### config.mk
export PLATFORM = sky130hd
export DESIGN_NAME = boid_frame_scheduler
export DESIGN_NICKNAME = d
export VERILOG_FILES = /design/src/rtl/boid_frame_scheduler.sv
export SDC_FILE = /design/constraint.sdc
export NUM_CORES = 1
export LEC_CHECK = 0
export ABC_AREA = 1
export ABC_CLOCK_PERIOD_IN_PS = 2650
export BUFFER_PORTS_ARGS = -buffer_cell sky130_fd_sc_hd__buf_2
export CORE_MARGIN = 1.5
export CORE_UTILIZATION = 45
export DETAILED_ROUTE_END_ITERATION = 10
export HOLD_SLACK_MARGIN = 0.15
export PLACE_DENSITY = 0.72
export SLEW_MARGIN = 20
export SYNTH_ARGS = -nofsm -noshare
export SYNTH_HDL_FRONTEND = slang
export SYNTH_SLANG_ARGS = --single-unit
### constraint.sdc
create_clock -name clock -period 2.65 [get_ports clock]
set_clock_uncertainty 0.2 [all_clocks]
set_input_delay 0.1325 -clock clock [delete_from_list [all_inputs] [get_ports clock]]
set_output_delay 0.1325 -clock clock [all_outputs]
set_load 0.02 [all_outputs]
### src/rtl/boid_frame_scheduler.sv
// Per-frame scheduler: copies boid positions into the display RAM after each VGA end-of-frame
// and arbitrates CPU write access to the BPUs. Optional macro BOID_FRAME_STATS_EN adds dropped_frames.
module boid_frame_scheduler #(
  parameter int MAX_BOIDS      = 4,
  parameter int BITS_FOR_BOIDS = (MAX_BOIDS > 1) ? $clog2(MAX_BOIDS) : 1,
  parameter int VIDEO_WIDTH    = 640,
  parameter int VIDEO_HEIGHT   = 480,
  parameter int ADDR_WIDTH     = 19
) (
  input  logic                      clock,
  input  logic                      reset,
  input  logic                      screen_end,
  input  logic                      enable,
  input  logic                      cpu_req,
  output logic                      cpu_gnt,
  output logic [BITS_FOR_BOIDS-1:0] boid_sel,
  input  logic [9:0]                boid_x,
  input  logic [8:0]                boid_y,
  output logic                      switch_ram,
  output logic                      disp_we,
  output logic [ADDR_WIDTH-1:0]     disp_addr,
  output logic                      busy,
  output logic                      frame_done,
  output logic                      overrun
`ifdef BOID_FRAME_STATS_EN
  ,
  output logic [15:0]               dropped_frames
`endif
);

  typedef enum logic [2:0] {IDLE, CLEAR, READ, WRITE, DONE} state_e;

  localparam logic [BITS_FOR_BOIDS-1:0] LAST_IDX = BITS_FOR_BOIDS'(MAX_BOIDS - 1);

  state_e                      state_q, state_d;
  logic [BITS_FOR_BOIDS-1:0]   idx_q, idx_d;
  logic                        screen_end_q;
  logic                        pending_q, pending_d;
  logic                        cpu_gnt_q, cpu_gnt_d;
  logic [BITS_FOR_BOIDS-1:0]   boid_sel_q, boid_sel_d;
  logic                        switch_ram_q, switch_ram_d;
  logic                        disp_we_q, disp_we_d;
  logic [ADDR_WIDTH-1:0]       disp_addr_q, disp_addr_d;
  logic                        busy_q, busy_d;
  logic                        frame_done_q, frame_done_d;
  logic                        overrun_q, overrun_d;
  logic                        fe;
  logic                        drop;
  logic                        in_range;
  logic [ADDR_WIDTH-1:0]       pix_addr;

  assign fe       = screen_end & ~screen_end_q & enable;
  // y*640 as two shifts; widened first so the sum never truncates.
  assign pix_addr = (ADDR_WIDTH'(boid_y) << 9) + (ADDR_WIDTH'(boid_y) << 7) + ADDR_WIDTH'(boid_x);
  assign in_range = (int'(boid_x) < VIDEO_WIDTH) && (int'(boid_y) < VIDEO_HEIGHT);

  // NOTE: sequential state uses non-blocking assignments only, so every flop samples pre-edge values.
  always_ff @(posedge clock) begin
    if (!reset) begin
      state_q      <= IDLE;
      idx_q        <= '0;
      screen_end_q <= 1'b1;
      pending_q    <= 1'b0;
      cpu_gnt_q    <= 1'b0;
      boid_sel_q   <= '0;
      switch_ram_q <= 1'b0;
      disp_we_q    <= 1'b0;
      disp_addr_q  <= '0;
      busy_q       <= 1'b0;
      frame_done_q <= 1'b0;
      overrun_q    <= 1'b0;
    end else begin
      state_q      <= state_d;
      idx_q        <= idx_d;
      screen_end_q <= screen_end;
      pending_q    <= pending_d;
      cpu_gnt_q    <= cpu_gnt_d;
      boid_sel_q   <= boid_sel_d;
      switch_ram_q <= switch_ram_d;
      disp_we_q    <= disp_we_d;
      disp_addr_q  <= disp_addr_d;
      busy_q       <= busy_d;
      frame_done_q <= frame_done_d;
      overrun_q    <= overrun_d;
    end
  end

  // NOTE: every comb output gets a default first so no path can infer a latch.
  always_comb begin
    state_d   = state_q;
    idx_d     = idx_q;
    pending_d = pending_q;
    drop      = 1'b0;
    unique case (state_q)
      IDLE: begin
        if ((fe | pending_q) & ~cpu_gnt_q) begin
          state_d   = CLEAR;
          pending_d = 1'b0;
        end else if (fe) begin
          if (pending_q) drop = 1'b1;
          else           pending_d = 1'b1;
        end
      end
      CLEAR: begin
        drop    = fe;
        idx_d   = '0;
        state_d = READ;
      end
      READ: begin
        drop    = fe;
        state_d = WRITE;
      end
      WRITE: begin
        drop = fe;
        if (idx_q == LAST_IDX) begin
          state_d = DONE;
        end else begin
          idx_d   = idx_q + 1'b1;
          state_d = READ;
        end
      end
      DONE: begin
        // Scan is over here, so a new edge is queued rather than lost.
        if (fe) begin
          if (pending_q) drop = 1'b1;
          else           pending_d = 1'b1;
        end
        state_d = IDLE;
      end
      default: state_d = IDLE;
    endcase
  end

  always_comb begin
    switch_ram_d = (state_d == CLEAR);
    busy_d       = (state_d == CLEAR) || (state_d == READ) || (state_d == WRITE);
    frame_done_d = (state_d == DONE);
    cpu_gnt_d    = (state_q == IDLE) && (state_d == IDLE) && cpu_req;
    boid_sel_d   = ((state_d == READ) || (state_d == WRITE)) ? idx_d : '0;
    overrun_d    = overrun_q | drop;
    disp_we_d    = 1'b0;
    disp_addr_d  = disp_addr_q;
    if (state_q == READ) begin
      disp_addr_d = pix_addr;
      disp_we_d   = in_range;
    end
  end

`ifdef BOID_FRAME_STATS_EN
  logic [15:0] dropped_q;

  always_ff @(posedge clock) begin
    if (!reset)                       dropped_q <= '0;
    else if (drop && dropped_q != '1) dropped_q <= dropped_q + 16'd1;
  end

  assign dropped_frames = dropped_q;
`endif

  assign cpu_gnt    = cpu_gnt_q;
  assign boid_sel   = boid_sel_q;
  assign switch_ram = switch_ram_q;
  assign disp_we    = disp_we_q;
  assign disp_addr  = disp_addr_q;
  assign busy       = busy_q;
  assign frame_done = frame_done_q;
  assign overrun    = overrun_q;

endmodule

==> results of run 1 <==
placed cells by master, fill, tap and decap left out, types with 2 or more instances in the layout:
cell type      instances
clkbuf_8               6
o21ai_0                5
o22ai_1                2
inv_2                  3
nand2_1               62
a21o_1                 2
dfxtp_1               34
ha_1                  16
nor3_1                 7
nand2_2                2
o21bai_1               2
dlygate4sd3_1         18
xor2_1                 2
a21oi_1               18
o21a_1                 4
buf_2                 50
nand3_1               16
nand4_1                2
inv_1                 27
nor2_1                22
fa_1                   2
layer usage:
layer / global-route usage / vias to the layer above
met5: 0 / -
met4: 0.0536 / 0
met3: 0.0507 / 2
met2: 0.319 / 47
met1: 0.225 / 756
li1: - / 928
cell usage after synthesis:
| cell type | number | area [um^2] |
|---|---|---|
| dfxtp_1 | 34 | 681 |
| nand3_1 | 16 | 80.1 |
| nand3_2 | 1 | 10.0 |
| buf_2 | 2 | 10.0 |
| o21a_1 | 4 | 30.0 |
| inv_1 | 27 | 101 |
| buf_6 | 1 | 11.3 |
| xor2_1 | 2 | 17.5 |
| clkbuf_1 | 2 | 7.51 |
| a21o_1 | 2 | 15.0 |
| nand4_1 | 2 | 12.5 |
| nand2_2 | 2 | 12.5 |
| a31oi_2 | 1 | 12.5 |
| nor3_1 | 7 | 35.0 |
| inv_4 | 1 | 6.26 |
| inv_2 | 3 | 11.3 |
| o22ai_1 | 2 | 12.5 |
| fa_1 | 2 | 40.0 |
| o21bai_1 | 2 | 15.0 |
| buf_8 | 1 | 15.0 |
| o211ai_2 | 1 | 12.5 |
| nor2_1 | 22 | 82.6 |
| a21oi_1 | 18 | 90.1 |
| o21ai_0 | 5 | 25.0 |
| o21ai_1 | 1 | 5.00 |
| ha_1 | 17 | 213 |
| o2111ai_1 | 1 | 8.76 |
| nand2_1 | 62 | 233 |
| or2_2 | 1 | 6.26 |
| xnor2_1 | 1 | 8.76 |
| nand3_4 | 1 | 17.5 |
flip-flops by register name, summed over array words and instances (netlist names), 2 cells and up:
signal     cells
disp_addr     19
state_q        3
boid_sel       2
idx_q          2
worst reg2reg max path: stages (launching register included):
cell and delay [ps]:
dfxtp_1 340, inv_1 130, nand3_4 210, inv_4 290, nand2_1 150, o211ai_2 90
a31oi_2 40, dlygate4sd3_1 550
logic make-up after synthesis:
| logic type | after synthesis | share of synthesized area |
|---|---|---|
| and+or+nand+nor | 114 | 0.266 |
| AOI/OAI and AO/OA | 37 | 0.123 |
| buffers and inverters | 37 | 0.0885 |
| DFF | 34 | 0.370 |
| adders and majority gates | 19 | 0.138 |
| xor gates and xnor gates | 3 | 0.0143 |
layout make-up:
cell class | instances | area [um^2] | share of cell area
tap | 50 | 62.6 | 0.0262
inverter | 31 | 119 | 0.0497
sequential | 34 | 681 | 0.285
clock buffer | 7 | 86.3 | 0.0361
multi-input combinational | 173 | 1010 | 0.421
timing repair buffer | 68 | 430 | 0.180
clock inverter | 1 | 5.00 | 0.00209
per-stage QoR:
step	area, um^2	total power, W	setup slack [ps]	utilization
after global placement	2110	0.000822	464	0.531
final	2390	0.00122	154	0.602
after detailed placement	2110	0.000824	450	0.531
after CTS	2380	0.00123	96.4	0.599
after floorplan	1840	0.000755	637	-
after global routing	2390	0.00129	67.5	0.602
repair_timing:
action / in CTS / in global routing
hold buffers: 18 / 0
hold endpoints to repair: 24 / 0
gates resized for setup: 0 / 1
setup endpoints to repair: 0 / 1
power breakdown:
| group | switching [W] | total, W | internal, W |
|---|---|---|---|
| clock network | 0.000174 | 0.000383 | 0.000209 |
| logic | 0.000171 | 0.000296 | 0.000125 |
| registers | 0.0000111 | 0.000544 | 0.000533 |
| total | 0.000356 | 0.00122 | 0.000867 |
worst paths after layout:
path | startpoint | to | slack (ps) | depth (start not counted)
setup / recovery | boid_y[8] | disp_addr[18] | 150 | 10
hold / removal | boid_y[0] | disp_addr[8] | 180 | 5
setup reg to reg | state_q[0] | disp_addr[18] | 540 | 7
hold reg to reg | disp_addr[5] | disp_addr[5] | 260 | 2
==> run summary, run 1 <==
The cell class contributing the biggest share of worst-path delay was buffers and inverters. Using the TritonRoute via totals, the vias-per-cell ratio works out to 4.76. The run gives 6310 um as the wire length of the first global-routing pass. The slowest stage of the critical path belongs to the cell dlygate4sd3_1.

Data arrives at the worst endpoint at 2470 ps. The floorplan step defined a die boundary enclosing 4480 um^2. The number of top-level pins was 51.

The flow ran to the end, and the final reports show no timing, DRC or antenna violations. The count of nets left with antenna violations once routing finished came out at 0. No sink is reached through more buffers than the 2 on the longest clock path. The peak per-stage delay on the critical path works out to 550 ps. Type of the worst setup path: primary input to flip-flop. In this run the core area contains 23 standard-cell rows. After routing, the total negative slack on setup checks comes to 0 ps. The synthesized netlist occupies a cell area of 1840 um^2. The initial core utilization came out at 0.463. In this run the worst path has a maximum fanout of 5. Clock tree synthesis inserted a total of 5 buffers. In the final design database the tool counted 356 nets. In this run the power density over the cells is 512 nW/um^2. For the total of warnings raised by yosys, the log shows 0.

For this run the aggregate overflow at the end of global routing stands at 0. The tools report the number of antenna violations at the first check in global routing as 0. The worst slew margin relative to its limit came out at 0.555. The run gives 2750 um as the post-detailed-placement half-perimeter wirelength. The number of post-CTS setup repair buffers was 0; the count of buffers from port buffering was 50. The achievable frequency was 0.401 GHz.

The post-CTS clock slew at the launch and capture registers of the worst setup and hold paths works out to 70 ps. The worst setup path is launched from a primary input. For this run, the detailed router's first-pass iteration total came to 4.

Final number of setup-violating endpoints: 0. The fraction of the yosys area taken by sequential cells is 0.370, and the remaining routing DRC violations is 0. The logs give 34 for the total clock sinks and 338 for the placed cell count. The number of inserted filler cells in the final layout came out at 390. CTS built an H-tree with a depth of 2. The number of synthesized register bits was 34. The cell count after synthesis came out at 244.

At the end of routability-driven placement, the weighted congestion stood at 0.775. The met2 routed wirelength is 1760 um, and the static leakage is 1.24 nW. The run gives 0 as the final max-slew violation count. The run gives 1525 as the number of global-route vias before repair. In the final routed layout, each cell accounts on average for 10.7 um. The die width was 66.9 um; the minimum hold slack was 184 ps.

TritonCTS built the clock tree. Number of DRC markers in iteration 0: 124. For the total inserted antenna cells, the log shows 0.

The time the final worst path needs with I/O delays and setup came out at 2500 ps. The worst hold-check path type is primary input to flip-flop. Averaged over all synthesized cells, the footprint is 7.53 um^2.

Counting both buffers and inverters, the worst setup path holds a total of 3. Counting every net in the synthesized netlist gives 287. Yosys mapped the design onto 31 distinct sky130hd cell types.

Setup repair after global routing left no endpoint under its margin. The number of standard cells in the final layout excluding fillers was 364; the die boundary height was 66.9 um. At the worst endpoint, the required time is 2620 ps. STA classifies the critical path endpoint as a flip-flop. In this run the clock root is driven by a clkbuf_8. For the total of max-cap violations, the log shows 0. The proportion of layout cells with a drive suffix above 1 was 0.220; the relative area change from synthesis to final layout was 30.1%. The tools report the total routed wire length on the met1 layer as 1880 um. The area of the core region was 3970 um^2; the number of hold violations in the final report was 0.

The worst-case vdd ir drop is 0.427 mV, and the slew at the pin closest to its max-slew limit is 667 ps. The overall global routing resource usage is 0.185, and the source-to-sink clock delay at the later pin of the worst-skew pair is 280 ps. In the detailed route, the total length drawn on met3 is 226 um.

Summed over all layers, the routed wires come to 3890 um. The signal on the critical path passes through dlygate4sd3_1 -> buf_2 -> ha_1 -> ha_4 -> a21o_1 -> nor2_1 -> nand2_1 -> nand2_1 -> a31oi_2 -> dlygate4sd3_1. The ratio of final minimum period to clock period came out at 0.942. The maximum number of pins on one net before global-route repair was 27.

Uppermost layer routed: met4. The final route contains 1733 vias.
No activity file was read; power rests on OpenSTA's default activity.
==> run 2: changes to the inputs <==
CELL_PAD_IN_SITES_DETAIL_PLACEMENT = 1   (was default)
CELL_PAD_IN_SITES_GLOBAL_PLACEMENT = 1   (was default)
CORE_UTILIZATION = 37   (was 45)
PLACE_DENSITY = 0.81   (was 0.72)
==> run 2 against run 1 <==
Worst setup slack gained 40 ps. Via count increased by 4.0%. Sequential share of layout area shrank 0.10 points. Non-clock buffer count unchanged. Flip-flop and latch count unchanged. Final cell count rose by 4.7%. Critical path depth up 4. Utilization is 9.7 points lower. Clock-buffer cell count unchanged.
==> run summary, run 2 (synthesis gave the netlist of run 1 again) <==
The number of antenna violations at the first check in global routing came out at 0 (unchanged). The startpoint identified for the worst register-to-register timing path is state_q[1]. For the count of H-tree levels built during CTS, the log shows 2 (unchanged). The maximum number of pins on one net before global-route repair came out at 27 (unchanged). The critical-path maximum fanout was 3 (-2). The layout net count was 356 (unchanged). The die width came out at 73.5 um (+9.8%). In this run the worst setup path begins at boid_y[0]. Setup repair after global routing left no endpoint under its margin.

The number of flip-flops in the largest register was 19 (unchanged); the ratio of final minimum period to clock period was 0.927 (-0.0149). The tools report the worst slew margin relative to its limit as 0.511 (-0.0441). The worst setup path is captured at a flip-flop. The total detailed-routing wirelength was 4800 um (+23%); the time the final worst path needs with I/O delays and setup was 2460 ps (-39.5 ps). The overall via count from detail_route was 1802 (+4.0%). The area of combinational cells with multiple inputs is 995 um^2 (-1.2%). Leaving out fill and tap cells, the most frequent cell in the layout is nand2_1.

For the post-detailed-placement half-perimeter wirelength, the log shows 3560 um (+30%). The proportion of total power due to net switching is 0.303 (+0.0115). The total of max-cap violations came out at 0 (unchanged). Final max-slew violation count: 0 (unchanged). The worst-case vdd ir drop came out at 0.348 mV (-19%). The flow ran to the end, and the final reports show no timing, DRC or antenna violations. The tools report the overflow left after global routing as 0 (unchanged). From synthesis to final layout, the design area changed by 30.6%. Overall power: 0.00124 W (+1.4%). The number of global-route vias before repair was 1765 (+16%). The areal power density over the cells was 517 nW/um^2 (+1.1%).

The detailed-route wire length per cell is 12.6 um (+18%), and the proportion of power drawn by flip-flops and latches is 0.439 (-0.006). The wire length of the first global-routing pass was 7750 um (+23%). The area of the core region came out at 4750 um^2 (+20%). The number of antenna-violating nets in the routed design was 0 (unchanged).

The startpoint of the most critical hold path was boid_y[7]. The floorplan die area is 5400 um^2 (+21%), and the number of DRC markers in iteration 0 is 48 (-61%). The placed cell count is 355 (+5.0%), and the total net switching power is 0.000376 W (+5.4%).

The total inserted antenna cells is 0 (unchanged), and the count of buffers from port buffering is 50 (unchanged). The run gives 25 (+8.7%) as the row count. The run gives 280 ps (about the same) as the source-to-sink clock delay at the later pin of the worst-skew pair. The proportion of layout cells with a drive suffix above 1 came out at 0.217 (-0.00318). The achievable frequency was 0.407 GHz (+1.6%); the static leakage was 1.23 nW (-0.16%).

TritonCTS built the clock tree. The tools report the share of power burned in the clock network as 0.316 (+0.003). By startpoint and endpoint, the worst setup path is classified as primary input to flip-flop. The number of post-CTS setup repair buffers is 0 (unchanged), and the post-CTS clock slew at the launch and capture registers of the worst setup and hold paths is 70 ps (about the same). Number of top-level pins: 51 (unchanged). The number of standard cells in the final layout excluding fillers is 381 (+4.7%).

The fraction of power consumed by combinational cells was 0.245 (+0.003). The root buffer cell chosen for the clock tree is clkbuf_8. The final weighted congestion of routability-driven global placement is 0.808 (+4.3%), and the internal power of the cells is 0.000865 W (-0.20%).

The tools report the number of buffers inserted during clock tree synthesis as 5 (unchanged). The sum of negative setup slack was 0 ps (unchanged). The run gives 0 (unchanged) as the remaining routing DRC violations. The logs give 0.188 (+0.00264) for the overall global routing resource usage and 0 (unchanged) for the number of hold violations in the final report.

The worst setup path is launched from a primary input. The run gives 2640 ps (+20 ps) as the required time at the worst-slack endpoint. The tools report the maximum number of buffers from clock root to sink as 2 (unchanged). Final number of setup-violating endpoints: 0 (unchanged). Slew at the pin closest to its max-slew limit: 733 ps (+66.1 ps). The worst hold-check path type is primary input to flip-flop. The die boundary height is 73.5 um (+9.8%). The first-pass iteration count of the detailed router is 4 (unchanged). The area occupied by registers was 681 um^2 (unchanged); the via count normalized by instance count was 4.73 (-0.66%). Number of inserted filler cells in the final layout: 620 (+59%). For the critical path arrival, the log shows 2440 ps (-30 ps). The total clock sinks was 34 (unchanged); the initial core utilization was 0.387 (-0.0762). In the layout the commonest cells are nand2_1 (62), buf_2 (50), dfxtp_1 (34), inv_1 (27), nor2_1 (22).
-- run 2: changes by cell type in the layout (fill, tap and decap cells not counted) --
cell	previous run	this run
ha_4	1	0
ha_1	16	17
-- run 2: what timing repair did --
action                    CTS  global route
hold endpoints to repair   23             0
hold buffers               18             0
resized for setup           0             0
-- run 2: through the flow --
stage	util	hold WS [ps]	worst slack, ps	cell area, um^2
floorplan	-	39.1	637	1840
global placement	0.448	134	463	2130
detailed placement	0.448	142	398	2130
CTS	0.505	178	192	2400
global route	0.505	210	42.6	2400
finish	0.505	165	193	2400
-- run 2: power groups by stage --
stage / Combinational, W / Sequential (W) / Clock, W
after floorplan: 0.000177 / 0.000578 / 0
after global placement: 0.000273 / 0.000555 / 0
after detailed placement: 0.000284 / 0.000556 / 0
after CTS: 0.000308 / 0.000545 / 0.000406
after global routing: 0.000342 / 0.000547 / 0.000433
final: 0.000304 / 0.000544 / 0.000392
-- run 2: worst max-delay path: stages --
cell	delay, ps
dlygate4sd3_1	520
buf_2	110
inv_1	50
fa_1	490
inv_1	70
fa_1	460
nand3_1	100
nand2_1	110
nand2_1	110
nand2_1	70
nand2_1	60
nand3_1	60
nand2_1	70
inv_1	30
-- run 2: metal layers --
layer | wire [um] | share of wire | vias up | GRT usage
li1 | - | - | 925 | -
met1 | 2130 | 0.44 | 822 | 0.218
met2 | 2310 | 0.48 | 45 | 0.321
met3 | 232 | 0.048 | 10 | 0.0508
met4 | 130 | 0.027 | 0 | 0.0844
met5 | 0 | 0 | - | 0
-- run 2: area by class of cell --
cell class / count / share of cell area
repair buffers: 68 / 0.179
clock buffers: 7 / 0.0360
well taps: 67 / 0.0349
clock inverters: 1 / 0.00209
inverters: 31 / 0.0495
multi-input cells: 173 / 0.414
flip-flops and latches: 34 / 0.284
-- run 2: path summary, 6_finish.rpt --
kind / end / slack, ps / cells after the start
setup / recovery: disp_addr[16] / 190 / 14
hold / removal: disp_addr[18] / 160 / 4
setup reg to reg: cpu_gnt / 850 / 4
hold reg to reg: disp_addr[4] / 260 / 2
